==> config.mk <==
export PLATFORM = sky130hd
export DESIGN_NAME = ps2_host_tx
export DESIGN_NICKNAME = d
export VERILOG_FILES = /design/src/rtl/ps2_pkg.sv /design/src/rtl/ps2_edge_sync.sv /design/src/rtl/ps2_host_tx.sv
export SDC_FILE = /design/constraint.sdc
export NUM_CORES = 1
export LEC_CHECK = 0
export BUFFER_PORTS_ARGS = -buffer_cell sky130_fd_sc_hd__buf_2
export CORE_AREA = 4 4 61 63
export CTS_CLUSTER_DIAMETER = 50
export CTS_CLUSTER_SIZE = 25
export DETAILED_ROUTE_END_ITERATION = 7
export DIE_AREA = 0 0 65 67
export GPL_TIMING_DRIVEN = 0
export HOLD_SLACK_MARGIN = 0.03
export PLACE_DENSITY = 0.75
export RECOVER_POWER = 50
export SYNTH_ARGS = -nofsm -noshare
export SYNTH_HDL_FRONTEND = slang
export SYNTH_HIERARCHICAL = 1
export SYNTH_SLANG_ARGS = --single-unit
==> constraint.sdc <==
create_clock -name CLOCK_50 -period 2.2 [get_ports CLOCK_50]
set_input_delay 0.22 -clock CLOCK_50 [delete_from_list [all_inputs] [get_ports CLOCK_50]]
set_output_delay 0.22 -clock CLOCK_50 [all_outputs]
set_load 0.02 [all_outputs]
==> src/rtl/ps2_pkg.sv <==
// ps2_pkg: shared PS/2 host-transmit state encoding, default timing constants and parity helper
package ps2_pkg;
    typedef enum logic [2:0] {
        IDLE,
        INHIBIT,
        DATA,
        PARITY,
        STOP,
        ACK,
        WAIT_IDLE,
        ERR
    } ps2_state_t;

    localparam int PS2_INHIBIT_CYC = 5000;
    localparam int PS2_TIMEOUT_CYC = 1000000;

    // PS/2 uses odd parity: the parity bit makes the total count of ones odd
    function automatic logic odd_parity(input logic [7:0] b);
        return ~^b;
    endfunction
endpackage

==> src/rtl/ps2_edge_sync.sv <==
// ps2_edge_sync: 2-FF synchronizers for PS2_CLK/PS2_DAT plus falling-edge detect on the clock
//   CLOCK_50    in  system clock
//   Resetn      in  synchronous active-low reset (synchronizers reset to the idle-high level)
//   ps2_clk_in  in  raw PS2_CLK pin
//   ps2_dat_in  in  raw PS2_DAT pin
//   clk_s       out synchronized PS2_CLK
//   dat_s       out synchronized PS2_DAT
//   fe          out one-cycle pulse on a falling edge of clk_s
module ps2_edge_sync (
    input  logic CLOCK_50,
    input  logic Resetn,
    input  logic ps2_clk_in,
    input  logic ps2_dat_in,
    output logic clk_s,
    output logic dat_s,
    output logic fe
);
    logic [1:0] clk_ff;
    logic [1:0] dat_ff;
    logic       clk_d;

    always_ff @(posedge CLOCK_50) begin
        if (!Resetn) begin
            clk_ff <= 2'b11;
            dat_ff <= 2'b11;
            clk_d  <= 1'b1;
        end else begin
            clk_ff <= {clk_ff[0], ps2_clk_in};
            dat_ff <= {dat_ff[0], ps2_dat_in};
            clk_d  <= clk_ff[1];
        end
    end

    assign clk_s = clk_ff[1];
    assign dat_s = dat_ff[1];
    assign fe    = clk_d & ~clk_ff[1];
endmodule

==> src/rtl/ps2_host_tx.sv <==
// ps2_host_tx: PS/2 host-to-device command transmitter (inhibit, start, 8 data, odd parity, stop, ack)
//   CLOCK_50    in  system clock
//   Resetn      in  synchronous active-low reset
//   tx_data     in  command byte, latched when tx_valid && tx_ready
//   tx_valid    in  send request
//   tx_ready    out high only while idle
//   ps2_clk_in  in  raw PS2_CLK pin level
//   ps2_dat_in  in  raw PS2_DAT pin level
//   ps2_clk_oe  out 1 = pull PS2_CLK low
//   ps2_dat_oe  out 1 = pull PS2_DAT low
//   tx_done     out one-cycle pulse after an acknowledged frame
//   tx_err      out one-cycle pulse on NACK (or watchdog expiry)
// Define PS2_TX_TIMEOUT_EN to add a watchdog that aborts a frame after TIMEOUT_CYC cycles without a clock edge.
module ps2_host_tx
    import ps2_pkg::*;
#(
    parameter int INHIBIT_CYC = PS2_INHIBIT_CYC,
    parameter int TIMEOUT_CYC = PS2_TIMEOUT_CYC
) (
    input  logic       CLOCK_50,
    input  logic       Resetn,
    input  logic [7:0] tx_data,
    input  logic       tx_valid,
    output logic       tx_ready,
    input  logic       ps2_clk_in,
    input  logic       ps2_dat_in,
    output logic       ps2_clk_oe,
    output logic       ps2_dat_oe,
    output logic       tx_done,
    output logic       tx_err
);
    localparam int IW = $clog2(INHIBIT_CYC + 1);

    ps2_state_t state;
    ps2_state_t state_nxt;
    logic [7:0]    tx_q;
    logic [3:0]    fe_cnt;
    logic [IW-1:0] inh_cnt;
    logic          dat_q;
    logic          dat_nxt;
    logic          clk_s;
    logic          dat_s;
    logic          fe;
    logic          accept;
    logic          inh_done;
    logic          wd_exp;

    ps2_edge_sync u_sync (
        .CLOCK_50  (CLOCK_50),
        .Resetn    (Resetn),
        .ps2_clk_in(ps2_clk_in),
        .ps2_dat_in(ps2_dat_in),
        .clk_s     (clk_s),
        .dat_s     (dat_s),
        .fe        (fe)
    );

    assign accept   = (state == IDLE) && tx_valid;
    assign inh_done = (state == INHIBIT) && (inh_cnt == IW'(INHIBIT_CYC - 1));

`ifdef PS2_TX_TIMEOUT_EN
    localparam int TW = $clog2(TIMEOUT_CYC + 1);
    logic [TW-1:0] wd_cnt;
    logic          timed;
    assign timed  = state inside {DATA, PARITY, STOP, ACK, WAIT_IDLE};
    assign wd_exp = timed && !fe && (wd_cnt == TW'(TIMEOUT_CYC - 1));
    always_ff @(posedge CLOCK_50) begin
        if (!Resetn || !timed || fe)
            wd_cnt <= '0;
        else
            wd_cnt <= wd_cnt + 1'b1;
    end
`else
    // no watchdog in this build; TIMEOUT_CYC stays on the interface so both builds share one instantiation
    assign wd_exp = 1'b0 && (TIMEOUT_CYC > 0);
`endif

    always_ff @(posedge CLOCK_50) begin
        if (!Resetn)
            state <= IDLE;
        else
            state <= state_nxt;
    end

    always_ff @(posedge CLOCK_50) begin
        if (!Resetn) begin
            tx_q    <= '0;
            fe_cnt  <= '0;
            inh_cnt <= '0;
            dat_q   <= 1'b0;
        end else begin
            if (accept) begin
                tx_q    <= tx_data;
                fe_cnt  <= '0;
                inh_cnt <= '0;
            end
            if (state == INHIBIT)
                inh_cnt <= inh_cnt + 1'b1;
            if (fe && (state inside {DATA, PARITY, STOP, ACK}))
                fe_cnt <= fe_cnt + 1'b1;
            dat_q <= dat_nxt;
        end
    end

    // fe_cnt holds the number of edges already seen, so it indexes the bit owed on this edge
    always_comb begin
        dat_nxt = inh_done ? 1'b1 :
                  !fe ? dat_q :
                  (state == DATA) ? ~tx_q[fe_cnt[2:0]] :
                  (state == PARITY) ? ~odd_parity(tx_q) :
                  (state == STOP) ? 1'b0 : dat_q;
    end

    always_comb begin
        state_nxt = state;
        case (state)
            IDLE:      if (tx_valid) state_nxt = INHIBIT;
            INHIBIT:   if (inh_done) state_nxt = DATA;
            DATA:      if (fe && fe_cnt == 4'd7) state_nxt = PARITY;
            PARITY:    if (fe) state_nxt = STOP;
            STOP:      if (fe) state_nxt = ACK;
            ACK:       if (fe) state_nxt = dat_s ? ERR : WAIT_IDLE;
            WAIT_IDLE: if (clk_s && dat_s) state_nxt = IDLE;
            ERR:       state_nxt = IDLE;
        endcase
        if (wd_exp)
            state_nxt = ERR;
    end

    always_comb begin
        tx_ready   = state == IDLE;
        ps2_clk_oe = state == INHIBIT;
        ps2_dat_oe = dat_q && (state inside {DATA, PARITY, STOP});
        tx_done    = Resetn && (state == WAIT_IDLE) && clk_s && dat_s && !wd_exp;
        tx_err     = Resetn && (state == ERR);
    end
endmodule
Word level (Yosys, flattened, before mapping)

Index checks and enable logic that the tools add are counted.

$add $sub $neg: 2
$lt $le $gt $ge: 1
Equal/unequal tests: 16
Muxes and demuxes: 20
Bitwise gates (word level): 4
Reduce and logical (&&, ||, !) cells: 20

Operators by type and width:

| cell                                                | count |
|---|---|
| two-way mux 13 bit                                  | 2 |
| one-hot mux 3 bit (8 select lines)                  | 1 |
| two-way mux 3 bit                                   | 7 |
| adder 13 x 1 -> 13 bit (second input constant)      | 1 |
| == test 13 bit (second input constant)              | 1 |
| == test 3 bit (second input constant)               | 4 |
| logical AND 1 bit                                   | 10 |
| != test 2 bit (second input constant)               | 5 |
| two-way mux 4 bit                                   | 2 |
| nonzero test 4 bit                                  | 2 |
| XNOR reduction 8 bit                                | 1 |
| two-way mux 1 bit                                   | 7 |
| AND reduction 7 bit                                 | 1 |
| == test 3 x 2 -> 1 bit (second input constant)      | 2 |
| nonzero test 2 bit                                  | 3 |
| adder 4 x 1 -> 4 bit (second input constant)        | 1 |
| == test 4 x 3 -> 1 bit (second input constant)      | 1 |
| < comparator 3 x 4 -> 1 bit (second input constant) | 1 |
| != test 2 x 1 -> 1 bit (second input constant)      | 2 |
| binary-select mux 1 bit (select 3 bit)              | 1 |
| == test 3 x 1 -> 1 bit (second input constant)      | 1 |
| logical NOT 3 bit                                   | 1 |
| inverter 1 bit                                      | 3 |
| nonzero test 3 bit                                  | 1 |
| 2 further kinds                                     | 2 |

Bits in registers: 34
Input port bits: 13
Output and inout bits: 5

Longest topological paths before layout

Depth after elaboration: 6
Gate-level depth with buffers: 7
Gate-level depth less buffers: 6

Cells and area by module

Netlist, hierarchy kept.

By module, submodules not included:

| module        | times used | cells an instance | area each (µm²) |
|---|---|---|---|
| ps2_host_tx   | 1          | 198               | 1625.3 |
| ps2_edge_sync | 1          | 11                | 137.6 |

Least setup slack after synthesis

Ideal clock, no wire load.

Kind: flip-flop to flip-flop
Start: reg state[2]
End: reg inh_cnt[3]
Setup time: 129 ps
Arrival time: 1630 ps
Data required time: 2071 ps
Path slack: 441 ps
Stages on the path, launching flop included: 7
Path buffers: 1
Clock period less this slack: 1759 ps
Cells stage by stage: dfxtp_1 nor3_1 and2_1 buf_2 nor2_1 a21oi_1 a21oi_1

Cells in the longest elaborated chain, start to end: 3
Elaborated cells on any way between the ends: 5

RTL lines:

| item                                | RTL line          | RTL |
|---|---|---|
| from (decl)                         | ps2_host_tx.sv:34 | `ps2_state_t state;` |
| from (signal assigned)              | ps2_host_tx.sv:82 | `state <= state_nxt;` |
| logical NOT 3 bit                   | n/a               |  |
| named net tx_ready                  | ps2_host_tx.sv:24 | `output logic tx_ready,` |
| logical AND 1 bit                   | ps2_host_tx.sv:58 | `assign accept = (state == IDLE) && tx_valid;` |
| nonzero test 2 bit (no source line) | n/a               |  |
| to (signal assigned)                | ps2_host_tx.sv:98 | `inh_cnt <= inh_cnt + 1'b1;` |
| to (decl)                           | ps2_host_tx.sv:38 | `logic [IW-1:0] inh_cnt;` |

The timed path passes the listed nets, and every way through them passes these cells.
A chain may end at the register's enable or synchronous reset.

Worst setup path in the final report

Start: reg state[2]
End: out ps2_dat_oe

Cells in the longest elaborated chain, start to end: 3
Elaborated cells on any way between the ends: 5

RTL lines:

| item                                                           | RTL line           | RTL |
|---|---|---|
| == test 3 x 2 -> 1 bit / == test 3 bit (equally long branches) | ps2_host_tx.sv:133 | `ps2_dat_oe = dat_q && (state inside {DATA, PARITY, STOP});` |
| nonzero test 3 bit (*)                                         | ps2_host_tx.sv:133 |  |
| logical AND 1 bit (*)                                          | ps2_host_tx.sv:133 |  |
| to (decl)                                                      | ps2_host_tx.sv:28  | `output logic ps2_dat_oe,` |

Every way passes the cells marked *; elsewhere a longest branch is shown, timed or not.

==> results.py <==
metrics = {
    "run_status": {
        "status": "completed",
    },
    "min_path": {
        "hold_class": "in2reg",
    },
    "timing": {
        "relSlewSlack_pct": 64.59,
        "worst_slew_pin_slew_ns": 0.5312,
        "finalHoldViolations": 0,
        "drv_slew": 0,
        "period_needed_ns": 1.989,
        "fin_skew_ns": 0.005664,
        "finalSetupTns_ns": 0,
        "rsz0062_at_grt": "no",
        "clock.fmax_ghz": 0.5028,
        "timing.final.crit_share_pct": 90.41,
        "final-setup-viol-count": 0,
    },
    "synthesis": {
        "synthesis.nets": 224,
        "synth_area_um2": 1763,
        "synth_top_cells_by_count": "dfxtp_1 (34), nand2_1 (29), a21boi_1 (15), nor2_1 (12), a21oi_1 (11)",
        "synthArstFlopShare_pct": 0,
        "synthFlopType": "dfxtp_1",
        "yosys.area.top_type": "dfxtp_1",
        "yosysUniqueCellTypes": 40,
        "netlist_instances": 209,
        "synth-edff-count": 0,
        "ys_seq_elements": 34,
        "syn_avg_cell_area_um2": 8.435,
        "seq_area_frac_synth_pct": 38.61,
        "synth.most_common_cell": "dfxtp_1",
        "synth_area_leaders": "dfxtp_1 (39%), a21boi_1 (6.4%), nand2_1 (6.2%), a21oi_1 (3.1%), mux4_1 (3.0%)",
        "yosys_warnings": 6,
        "synth_top_area_share_pct": 38.61,
    },
    "job": {
        "maxCapViolations": 0,
    },
    "clock_network": {
        "tritoncts": "built",
        "cts_max_path_buffers": 2,
        "cts_resized": 0,
        "cts_max_level": 2,
        "root_buffer": "clkbuf_4",
        "cts.sinks": 34,
        "clk_pin_slew_ns": 0.10,
        "post_cts_buffers": 0,
        "insertion_delay_ns": 0.33,
        "hold_buffers": 0,
        "cts_inserted_buffers": 5,
    },
    "place": {
        "port-buffer-count": 17,
        "routabilityCongestion": 0.8005,
        "dp_hpwl_um": 2542,
    },
    "power": {
        "power_leakage_nw": 0.7742,
        "p_per_area_nw_per_um2": 706.9,
        "p_total_mw": 1.387,
        "ir_worst_vdd_mv": 0.5030,
    },
    "final_layout": {
        "num_antenna_cells": 0,
        "regArea_um2": 680.7,
        "syn_to_final_growth_pct": 11.28,
        "final_nets": 248,
        "multi_input_area_um2": 1023,
        "drive_gt1_share_pct": 12.39,
        "nFillCells": 310,
    },
    "grt": {
        "grt_max_degree": 11,
        "gr-total-overflow": 0,
        "grt_pass1_vias": 1271,
        "antenna_found_initial": 0,
        "grt.total_usage_pct": 18.23,
        "grt_pass1_wl_um": 6037,
    },
    "critical_path": {
        "critPathKind": "reg2out",
        "arrival_ns": 1.77,
        "path_max_fanout": 10,
        "rrSetupSlack_ns": 0.27,
        "required_ns": 1.98,
        "crit_path_end_kind": "output port",
        "start_kind": "register",
    },
    "floorplanning": {
        "initial_core_util_pct": 54.55,
        "pin_count": 18,
        "die_height_um": 67,
        "die_area_um2": 4355,
        "die_x_um": 65,
        "coreArea_um2": 3232,
        "num_rows": 21,
    },
    "drt": {
        "postRouteAntennaNets": 0,
        "vias_per_cell": 5.196,
        "num_vias": 1455,
        "finalWirelength_um": 3489,
        "drcViolationCount": 0,
        "drt_iter0_drc": 56,
        "wl_per_cell_um": 12.46,
        "first_pass_iters": 4,
    },
}
[sequential cells by signal, summed over array words and instances (netlist names)]
signal / count
u_sync/dat_ff: 2
state: 3
u_sync/clk_d: 1
u_sync/clk_ff: 2
inh_cnt: 13
fe_cnt: 4
tx_q: 8
dat_q: 1
[worst max-delay path: stages (launching register included)]
cell and delay [ns]:
dfxtp_1 0.43, clkbuf_1 0.34, nand2b_1 0.20, o21ai_1 0.13
and2_1 0.18, buf_2 0.15
[through the flow]
| step | instances | util [%] | instance area, um2 | setup WS (ns) | hold WS, ns |
|---|---|---|---|---|---|
| 3_3_place_gp | 272 | 58.96 | 1906 | 0.3674 | 0.3877 |
| 3_5_place_dp | 272 | 58.96 | 1906 | 0.3804 | 0.3921 |
| 6_report | 280 | 60.70 | 1962 | 0.2111 | 0.06981 |
| 2_1_floorplan | 209 | - | 1763 | 0.4412 | 0.2930 |
| 4_1_cts | 280 | 60.82 | 1966 | 0.2289 | 0.05742 |
| 5_1_grt | 280 | 60.70 | 1962 | 0.07562 | 0.04175 |
[where the power goes]
part	leakage (nW)	switching [mW]	internal, mW
Clock	0.0353	0.208	0.155
Sequential	0.277	0.0302	0.650
Combinational	0.462	0.215	0.129
[logic make-up after synthesis]
kind of cell	after synthesis	share of synthesized area (%)
compound gates	51	18.81
xor+xnor	8	3.975
fa+ha+maj	2	1.419
buf+inv	14	3.336
flops	34	38.61
mux	7	5.891
simple gates	93	27.96
[cell type report]
cell class                 count  area share, %
timing repair buffer          17          4.209
buffer                        11          2.360
multi-input combinational    161          52.17
clock buffer                   7          2.806
sequential                    34          34.69
tap                           46          2.934
inverter                       3         0.5740
clock inverter                 1         0.2551
[cell usage in the layout, fill, tap and decap left out, types with 4 or more instances in the layout]
cell	synthesis	routed
dfxtp_1	34	34
nand3_1	7	7
o21ai_0	6	7
a21oi_1	11	11
nor2_1	12	12
and3_1	4	4
and2_1	8	7
mux2i_1	4	4
clkbuf_4	1	6
a21boi_1	15	7
nand3b_1	4	4
buf_2	2	16
a21boi_0	0	8
o21ai_1	8	7
clkbuf_1	8	12
xnor2_1	6	6
nand2b_1	7	7
nor2b_1	5	5
nand2_1	29	29
nor3_1	4	4
[metal layers]
| metal | vias up | wire length (um) | GRT usage (%) |
|---|---|---|---|
| met4 | 0 | 31 | 4.749 |
| met1 | 644 | 1803 | 25.88 |
| li1 | 784 | - | - |
| met2 | 23 | 1498 | 26.05 |
| met3 | 4 | 155 | 6.239 |
| met5 | - | 0 | 0 |
[final timing paths]
check                           depth (start not counted)                     endpoint                   startpoint
worst max-delay path                                    5                   ps2_dat_oe        state[2]$_SDFFE_PN0P_
worst min-delay path                                    2  u_sync/clk_ff[0]$_SDFF_PN1_                   ps2_clk_in
worst max register to register                          6      inh_cnt[3]$_SDFFE_PN0P_        state[2]$_SDFFE_PN0P_
worst min register to register                          1  u_sync/dat_ff[1]$_SDFF_PN1_  u_sync/dat_ff[0]$_SDFF_PN1_
No activity file was read; power rests on OpenSTA's default activity.
